File: config.mk
export PLATFORM = sky130hd
export DESIGN_NAME = event_rr_arbiter_flat
export DESIGN_NICKNAME = d
export VERILOG_FILES = /design/src/rtl/event_pkg.sv /design/src/rtl/event_rr_arbiter_if.sv /design/src/rtl/event_rr_arbiter_rr_pick.sv /design/src/rtl/event_rr_arbiter.sv /design/src/flat_wrapper.sv
export SDC_FILE = /design/constraint.sdc
export NUM_CORES = 1
export LEC_CHECK = 0
export CORE_ASPECT_RATIO = 0.7
export CORE_MARGIN = 8
export CORE_UTILIZATION = 43
export CTS_CLUSTER_DIAMETER = 200
export CTS_CLUSTER_SIZE = 28
export DETAILED_ROUTE_END_ITERATION = 10
export GPL_TIMING_DRIVEN = 1
export PLACE_DENSITY = 0.8
export SYNTH_ARGS = -nofsm -noshare
export SYNTH_HDL_FRONTEND = slang
export SYNTH_SLANG_ARGS = --single-unit
File: constraint.sdc
create_clock -name clk -period 3.8 [get_ports clk]
set_clock_uncertainty 0.15 [all_clocks]
set_input_delay 0.76 -clock clk [delete_from_list [all_inputs] [get_ports clk]]
set_output_delay 0.76 -clock clk [all_outputs]
set_load 0.005 [all_outputs]
File: src/rtl/event_pkg.sv
// Shared definitions for the event arbiter: default field widths, slot state encoding
// and the index-width helper.
package event_pkg;

  localparam int unsigned DEF_X_W = 2;
  localparam int unsigned DEF_Y_W = 2;
  localparam int unsigned DEF_T_W = 2;
  localparam int unsigned DEF_P_W = 2;

  typedef enum logic {
    SLOT_EMPTY = 1'b0,
    SLOT_FULL  = 1'b1
  } slot_state_e;

  // Width of a source index, never narrower than one bit.
  function automatic int unsigned idx_width(int unsigned n);
    return (n > 1) ? $clog2(n) : 1;
  endfunction

endpackage

File: src/rtl/event_rr_arbiter_if.sv
// Request and output-slot bundle of the event arbiter. acc_cnt exists only when
// ARB_ACC_CNT_EN is defined.
interface event_rr_arbiter_if #(
  parameter int unsigned N_REQ = 4,
  parameter int unsigned X_W   = event_pkg::DEF_X_W,
  parameter int unsigned Y_W   = event_pkg::DEF_Y_W,
  parameter int unsigned T_W   = event_pkg::DEF_T_W,
  parameter int unsigned P_W   = event_pkg::DEF_P_W
);
  import event_pkg::*;
  localparam int unsigned SRC_W = idx_width(N_REQ);

  logic [N_REQ-1:0]     req_valid;
  logic [N_REQ-1:0]     req_ready;
  logic [N_REQ*X_W-1:0] req_x;
  logic [N_REQ*Y_W-1:0] req_y;
  logic [N_REQ*T_W-1:0] req_t;
  logic [N_REQ*P_W-1:0] req_p;
  logic                 out_valid;
  logic                 out_ready;
  logic [X_W-1:0]       out_x;
  logic [Y_W-1:0]       out_y;
  logic [T_W-1:0]       out_t;
  logic [P_W-1:0]       out_p;
  logic [SRC_W-1:0]     out_src;
`ifdef ARB_ACC_CNT_EN
  logic [N_REQ*8-1:0]   acc_cnt;
`endif

  // Environment side: sources and the downstream filter.
  modport master (
    output req_valid, req_x, req_y, req_t, req_p, out_ready,
`ifdef ARB_ACC_CNT_EN
    input  acc_cnt,
`endif
    input  req_ready, out_valid, out_x, out_y, out_t, out_p, out_src
  );

  // Arbiter side.
  modport slave (
    input  req_valid, req_x, req_y, req_t, req_p, out_ready,
`ifdef ARB_ACC_CNT_EN
    output acc_cnt,
`endif
    output req_ready, out_valid, out_x, out_y, out_t, out_p, out_src
  );

endinterface

File: src/rtl/event_rr_arbiter_rr_pick.sv
// Combinational round-robin picker: first valid request at or after ptr, wrapping.
// Reused by the multi-lane schedulers.
module rr_pick #(
  parameter int unsigned N_REQ = 4,
  parameter int unsigned SRC_W = 2
) (
  input  logic [N_REQ-1:0] req_valid,
  input  logic [SRC_W-1:0] ptr,
  output logic [N_REQ-1:0] grant,
  output logic [SRC_W-1:0] idx
);

  int unsigned cand;
  logic        found;

  always_comb begin
    grant = '0;
    idx   = '0;
    found = 1'b0;
    cand  = 0;
    for (int unsigned k = 0; k < N_REQ; k++) begin
      cand = 32'(ptr) + k;
      if (cand >= N_REQ) cand = cand - N_REQ;
      if (!found && req_valid[cand]) begin
        found       = 1'b1;
        grant[cand] = 1'b1;
        idx         = SRC_W'(cand);
      end
    end
  end

endmodule

File: src/rtl/event_rr_arbiter.sv
// Round-robin arbiter feeding one registered output slot shared by N_REQ event sources.
// Optional per-source saturating accept counters with ARB_ACC_CNT_EN.
module event_rr_arbiter #(
  parameter int unsigned N_REQ = 4,
  parameter int unsigned X_W   = event_pkg::DEF_X_W,
  parameter int unsigned Y_W   = event_pkg::DEF_Y_W,
  parameter int unsigned T_W   = event_pkg::DEF_T_W,
  parameter int unsigned P_W   = event_pkg::DEF_P_W
) (
  input logic               clk,
  input logic               rst_n,
  event_rr_arbiter_if.slave bus
);
  import event_pkg::*;
  localparam int unsigned SRC_W = idx_width(N_REQ);

  slot_state_e      state_q;
  logic [SRC_W-1:0] ptr_q;
  logic [SRC_W-1:0] win_idx;
  logic [N_REQ-1:0] grant;
  logic             slot_free;
  logic             xfer;
  logic [X_W-1:0]   x_q;
  logic [Y_W-1:0]   y_q;
  logic [T_W-1:0]   t_q;
  logic [P_W-1:0]   p_q;
  logic [SRC_W-1:0] src_q;

  rr_pick #(
    .N_REQ(N_REQ),
    .SRC_W(SRC_W)
  ) u_pick (
    .req_valid(bus.req_valid),
    .ptr      (ptr_q),
    .grant    (grant),
    .idx      (win_idx)
  );

  // Grant is one-hot and only set on a valid request, so any ready bit is a transfer.
  // Ready is forced low while reset is asserted.
  assign slot_free     = (state_q == SLOT_EMPTY) | bus.out_ready;
  assign xfer          = slot_free & rst_n & (|grant);
  assign bus.req_ready = xfer ? grant : '0;

  always_ff @(posedge clk or negedge rst_n) begin
    if (!rst_n) begin
      state_q <= SLOT_EMPTY;
      ptr_q   <= '0;
      x_q     <= '0;
      y_q     <= '0;
      t_q     <= '0;
      p_q     <= '0;
      src_q   <= '0;
    end else if (xfer) begin
      state_q <= SLOT_FULL;
      ptr_q   <= (win_idx == SRC_W'(N_REQ - 1)) ? '0 : win_idx + SRC_W'(1);
      x_q     <= bus.req_x[int'(win_idx)*X_W +: X_W];
      y_q     <= bus.req_y[int'(win_idx)*Y_W +: Y_W];
      t_q     <= bus.req_t[int'(win_idx)*T_W +: T_W];
      p_q     <= bus.req_p[int'(win_idx)*P_W +: P_W];
      src_q   <= win_idx;
    end else if (bus.out_ready) begin
      state_q <= SLOT_EMPTY;
    end
  end

  assign bus.out_valid = (state_q == SLOT_FULL);
  assign bus.out_x     = x_q;
  assign bus.out_y     = y_q;
  assign bus.out_t     = t_q;
  assign bus.out_p     = p_q;
  assign bus.out_src   = src_q;

`ifdef ARB_ACC_CNT_EN
  logic [N_REQ-1:0][7:0] cnt_q;

  always_ff @(posedge clk or negedge rst_n) begin
    if (!rst_n) begin
      cnt_q <= '0;
    end else begin
      for (int unsigned i = 0; i < N_REQ; i++) begin
        if (bus.req_ready[i] && (cnt_q[i] != 8'hFF)) cnt_q[i] <= cnt_q[i] + 8'd1;
      end
    end
  end

  assign bus.acc_cnt = cnt_q;
`endif

endmodule
File: src/flat_wrapper.sv
// flat-port wrapper written by rule: the top's interface ports become plain ports
module event_rr_arbiter_flat import event_pkg::*;
#(
  parameter int unsigned N_REQ = 4,
  parameter int unsigned X_W   = event_pkg::DEF_X_W,
  parameter int unsigned Y_W   = event_pkg::DEF_Y_W,
  parameter int unsigned T_W   = event_pkg::DEF_T_W,
  parameter int unsigned P_W   = event_pkg::DEF_P_W
)
  (clk, rst_n, bus_req_valid, bus_req_x, bus_req_y, bus_req_t, bus_req_p, bus_out_ready, bus_req_ready, bus_out_valid, bus_out_x, bus_out_y, bus_out_t, bus_out_p, bus_out_src);
  event_rr_arbiter_if #(.N_REQ(N_REQ), .X_W(X_W), .Y_W(Y_W), .T_W(T_W), .P_W(P_W)) bus_i ();
  input logic clk;
  input logic rst_n;
  input wire logic [$bits(bus_i.req_valid)-1:0] bus_req_valid;
  input wire logic [$bits(bus_i.req_x)-1:0] bus_req_x;
  input wire logic [$bits(bus_i.req_y)-1:0] bus_req_y;
  input wire logic [$bits(bus_i.req_t)-1:0] bus_req_t;
  input wire logic [$bits(bus_i.req_p)-1:0] bus_req_p;
  input wire logic [$bits(bus_i.out_ready)-1:0] bus_out_ready;
  output wire logic [$bits(bus_i.req_ready)-1:0] bus_req_ready;
  output wire logic [$bits(bus_i.out_valid)-1:0] bus_out_valid;
  output wire logic [$bits(bus_i.out_x)-1:0] bus_out_x;
  output wire logic [$bits(bus_i.out_y)-1:0] bus_out_y;
  output wire logic [$bits(bus_i.out_t)-1:0] bus_out_t;
  output wire logic [$bits(bus_i.out_p)-1:0] bus_out_p;
  output wire logic [$bits(bus_i.out_src)-1:0] bus_out_src;
  assign bus_i.req_valid = bus_req_valid;
  assign bus_i.req_x = bus_req_x;
  assign bus_i.req_y = bus_req_y;
  assign bus_i.req_t = bus_req_t;
  assign bus_i.req_p = bus_req_p;
  assign bus_i.out_ready = bus_out_ready;
  assign bus_req_ready = bus_i.req_ready;
  assign bus_out_valid = bus_i.out_valid;
  assign bus_out_x = bus_i.out_x;
  assign bus_out_y = bus_i.out_y;
  assign bus_out_t = bus_i.out_t;
  assign bus_out_p = bus_i.out_p;
  assign bus_out_src = bus_i.out_src;
  event_rr_arbiter #(.N_REQ(N_REQ), .X_W(X_W), .Y_W(Y_W), .T_W(T_W), .P_W(P_W)) u_core (.clk(clk), .rst_n(rst_n), .bus(bus_i));
endmodule
==> metrics.log <==
[metrics] post-synthesis area per instance: 10.9 µm²
[metrics] number of enable-type register cells in the synthesized netlist: 0
[metrics] layer carrying the most global-route usage: met2
[metrics] post-route total power: 1.58 mW
[metrics] count of fill cells added during filler insertion: 198
[metrics] final weighted congestion in routability-driven placement: 0.797
[metrics] Final Setup Violations: 0
[metrics] share of synthesized cell area in full adder, half adder and majority cells: 6.78%
[metrics] clock transition at the registers of the reported paths: 0.06 ns
[metrics] number of standard cells after synthesis: 118
[metrics] total via count after detailed routing: 1,217
[metrics] cell area after layout: 2040 µm²
[metrics] synthesized-area fraction occupied by xor and xnor cells: 0.678%
[metrics] Clock Sink Count: 13
[metrics] clock latency on the worst-skew pair: 0.24 ns
[metrics] Final Net Count: 233
[metrics] antenna diode count: 0
[metrics] flip-flop and latch area: 325 µm²
[metrics] number of flip-flops and latches in the synthesized netlist: 13
[metrics] area of placed instances: 1920 µm²
[metrics] final-report max-slew violation count: 0
[metrics] total DRC errors in the routed layout: 0
[metrics] width of the chip: 81.5 µm
[metrics] Hold Path Class: reg2reg
[metrics] time the final worst path needs with I/O delays and setup: 3.68 ns
[metrics] total global routing track utilization: 16.3%
[metrics] per-cell via count in the routed design: 5.48
[metrics] met1 layer usage reported by global route: 20.1%
[metrics] multiplexer area fraction after synthesis: 32.8%
[metrics] Synth Warn #: 0
[metrics] kind of critical path: reg2out
[metrics] Starting Density: 45.7%
[metrics] number of antenna violations at the first check in global routing: 0
[metrics] number of ports placed on the die boundary: 54
[metrics] combinational family with the most area after synthesis: multiplexers
[metrics] sum of net half-perimeters after detailed placement: 3.10 mm
[metrics] net count of the mapped netlist: 164
[metrics] combined area of all synthesized cells: 1290 µm²
[metrics] ANT nets after route: 0
[metrics] Place WS: -0.107 ns
[metrics] Simple-Gate Fraction of Synth Area: 14.2%
[metrics] Peak VDD IR: 0.383 mV
[metrics] WP data required: 2.89 ns
[metrics] final-layout worst hold slack: 0.357 ns
[metrics] hold violation count in the final report: 0
[metrics] share of synthesized area occupied by flip-flops and latches: 25.2%
[metrics] combined area of the multi-input logic cells: 923 µm²
[metrics] final worst-path cycle share: 96.8%
[metrics] power density relative to cell area: 775 nW/µm²
[metrics] Rel. slew slack: 52.0%
[metrics] proportion of layout cells with a drive suffix above 1: 29.0%
[metrics] leading cell types by count after synthesis: sky130_fd_sc_hd__dfrtp_1, sky130_fd_sc_hd__nand2_1, sky130_fd_sc_hd__mux4_2, sky130_fd_sc_hd__nor2_1
[metrics] final total negative setup slack: 0 ns
[metrics] met3 layer usage reported by global route: 2.44%
[metrics] Critical Path Source Type: flip-flop
[metrics] Clock Tree Buf Depth: 2
[metrics] complex-gate fraction of the synthesized area: 14.0%
[metrics] leading cell types by total area after synthesis: sky130_fd_sc_hd__dfrtp_1, sky130_fd_sc_hd__mux4_2, sky130_fd_sc_hd__mux2_4
[metrics] Buffers on Ports: 53
[metrics] number of max-cap violations: 0
[metrics] final wirelength: 3.99 mm
[metrics] RSZ-0062 raised after global routing: no
[metrics] post-synth cell types: 37
[metrics] Worst Path Arrival: 2.77 ns
[metrics] H-tree depth: 1
[metrics] Core Rows: 16
[metrics] GR Overflow Total: 0
[metrics] Core ar.: 2820 µm²
[metrics] wire length of the first global-routing pass: 6.35 mm
[metrics] count of routing violations after the opening detailed-route iteration: 109
[metrics] post-detailed-route wirelength per cell: 18.0 µm
[metrics] Critical Path End Type: primary output
[metrics] share of the synthesized area in the top cell type: 25.2%
[metrics] die area: 5040 µm²
[metrics] chip height: 61.8 µm
[metrics] CTS tree: yes
[metrics] achievable frequency: 0.272 GHz
[metrics] number of buffers inserted during clock tree synthesis: 3
[metrics] number of iterations in the first detailed-routing pass: 4
[metrics] largest area contributor in the netlist: sky130_fd_sc_hd__dfrtp_1
[metrics] setup ws final: 0.121 ns
[metrics] Lkg Pwr: 0.912 nW
[metrics] met2 track demand over resource: 28.9%
[metrics] largest net degree at the start of global routing: 17
[metrics] Most used DFF post-synth: sky130_fd_sc_hd__dfrtp_1
[metrics] outcome: finished, final reports clean
[metrics] area overhead of the layout relative to synthesis: 57.7%
[metrics] critical-path maximum fanout: 6
[metrics] share of flip-flops with an asynchronous set or reset after synthesis: 100%
[metrics] via count of the first global-routing pass: 1,319
[metrics] buffer type at the clock tree root: sky130_fd_sc_hd__clkbuf_8
[metrics] slew of the pin with the lowest slew margin: 0.720 ns
[final cells by class]
type	count	share of cell area [%]
multi-input cells	91	45.4
repair buffers	72	33.1
flip-flops and latches	13	16.0
well taps	36	2.21
clock buffers	3	2.03
inverters	6	1.11
clock inverters	1	0.246
[routing by layer]
layer	vias to the layer above	part of all wire [%]	wire (µm)
met2	42	53	2130
met3	6	4.4	175
met1	583	41	1620
li1	586	-	-
met4	0	1.5	59
met5	-	0	0
[power by group]
part | switching [mW] | total, mW | internal, mW
Sequential | 0.0390 | 0.254 | 0.215
Combinational | 0.537 | 1.20 | 0.665
Clock | 0.0500 | 0.122 | 0.0723
Total | 0.626 | 1.58 | 0.952
[placed cells by master (no fill, tap or decap), types with 2 or more instances in the layout]
| cell type | count |
|---|---|
| sky130_fd_sc_hd__mux4_2 | 9 |
| sky130_fd_sc_hd__inv_1 | 5 |
| sky130_fd_sc_hd__buf_4 | 19 |
| sky130_fd_sc_hd__mux2_2 | 3 |
| sky130_fd_sc_hd__mux2i_1 | 7 |
| sky130_fd_sc_hd__clkdlybuf4s50_1 | 47 |
| sky130_fd_sc_hd__nand4_1 | 3 |
| sky130_fd_sc_hd__o21ai_0 | 6 |
| sky130_fd_sc_hd__a221oi_2 | 5 |
| sky130_fd_sc_hd__dfrtp_1 | 13 |
| sky130_fd_sc_hd__nor3b_1 | 3 |
| sky130_fd_sc_hd__dlymetal6s2s_1 | 2 |
| sky130_fd_sc_hd__nor2_1 | 9 |
| sky130_fd_sc_hd__nand2_1 | 12 |
| sky130_fd_sc_hd__ha_1 | 6 |
| sky130_fd_sc_hd__dlygate4sd2_1 | 4 |
| sky130_fd_sc_hd__mux2_4 | 6 |
| sky130_fd_sc_hd__clkbuf_8 | 3 |
[registers in the layout, summed over array words and instances, names as in the netlist]
register,flops
u_core.bus.out_p,2
u_core.bus.out_src,2
u_core.bus.out_t,2
u_core.bus.out_valid,1
u_core.bus.out_x,2
u_core.bus.out_y,2
u_core.ptr_q,2
[repair_timing]
action,4_1_cts,5_1_grt
hold buffers,0,0
setup endpoints to repair,4,4
pin swaps,1,2
cloned,0,0
gates resized for setup,9,4
setup buffers,4,0
[through the flow]
step / std cells / utilization [%]
6_report: 222 / 72.1
5_1_grt: 222 / 72.1
4_1_cts: 222 / 71.5
3_5_place_dp: 214 / 68.0
3_3_place_gp: 214 / 68.0
2_1_floorplan: 118 / -
[path summary, 6_finish.rpt]
check | slack [ns] | end | startpoint | depth (start not counted)
setup reg to reg | 0.52 | u_core.ptr_q[0] | u_core.ptr_q[0] | 10
setup / recovery | 0.12 | bus_req_ready[0] | u_core.ptr_q[0] | 7
hold / removal | 0.36 | u_core.bus.out_valid | u_core.bus.out_valid | 2
hold reg to reg | 0.36 | u_core.bus.out_valid | u_core.bus.out_valid | 2
min in group asynchronous | 0.70 | u_core.bus.out_src[1] | rst_n | 2
max in group asynchronous | 2.63 | u_core.ptr_q[1] | rst_n | 2
[cells by family after synthesis]
logic type,count (synthesis)
flops,13
xor+xnor,1
simple gates,36
mux,26
buf+inv,14
compound gates,21
fa+ha+maj,7
[worst max-delay path: stages, from the launching register on]
cell and delay (ns):
sky130_fd_sc_hd__dfrtp_1 0.34, sky130_fd_sc_hd__inv_1 0.14, sky130_fd_sc_hd__ha_4 0.32, sky130_fd_sc_hd__mux4_2 0.55
sky130_fd_sc_hd__o311ai_4 0.44, sky130_fd_sc_hd__a221oi_2 0.12, sky130_fd_sc_hd__nor2_1 0.11, sky130_fd_sc_hd__clkdlybuf4s50_1 0.51
(Power assumes the default switching activity.)
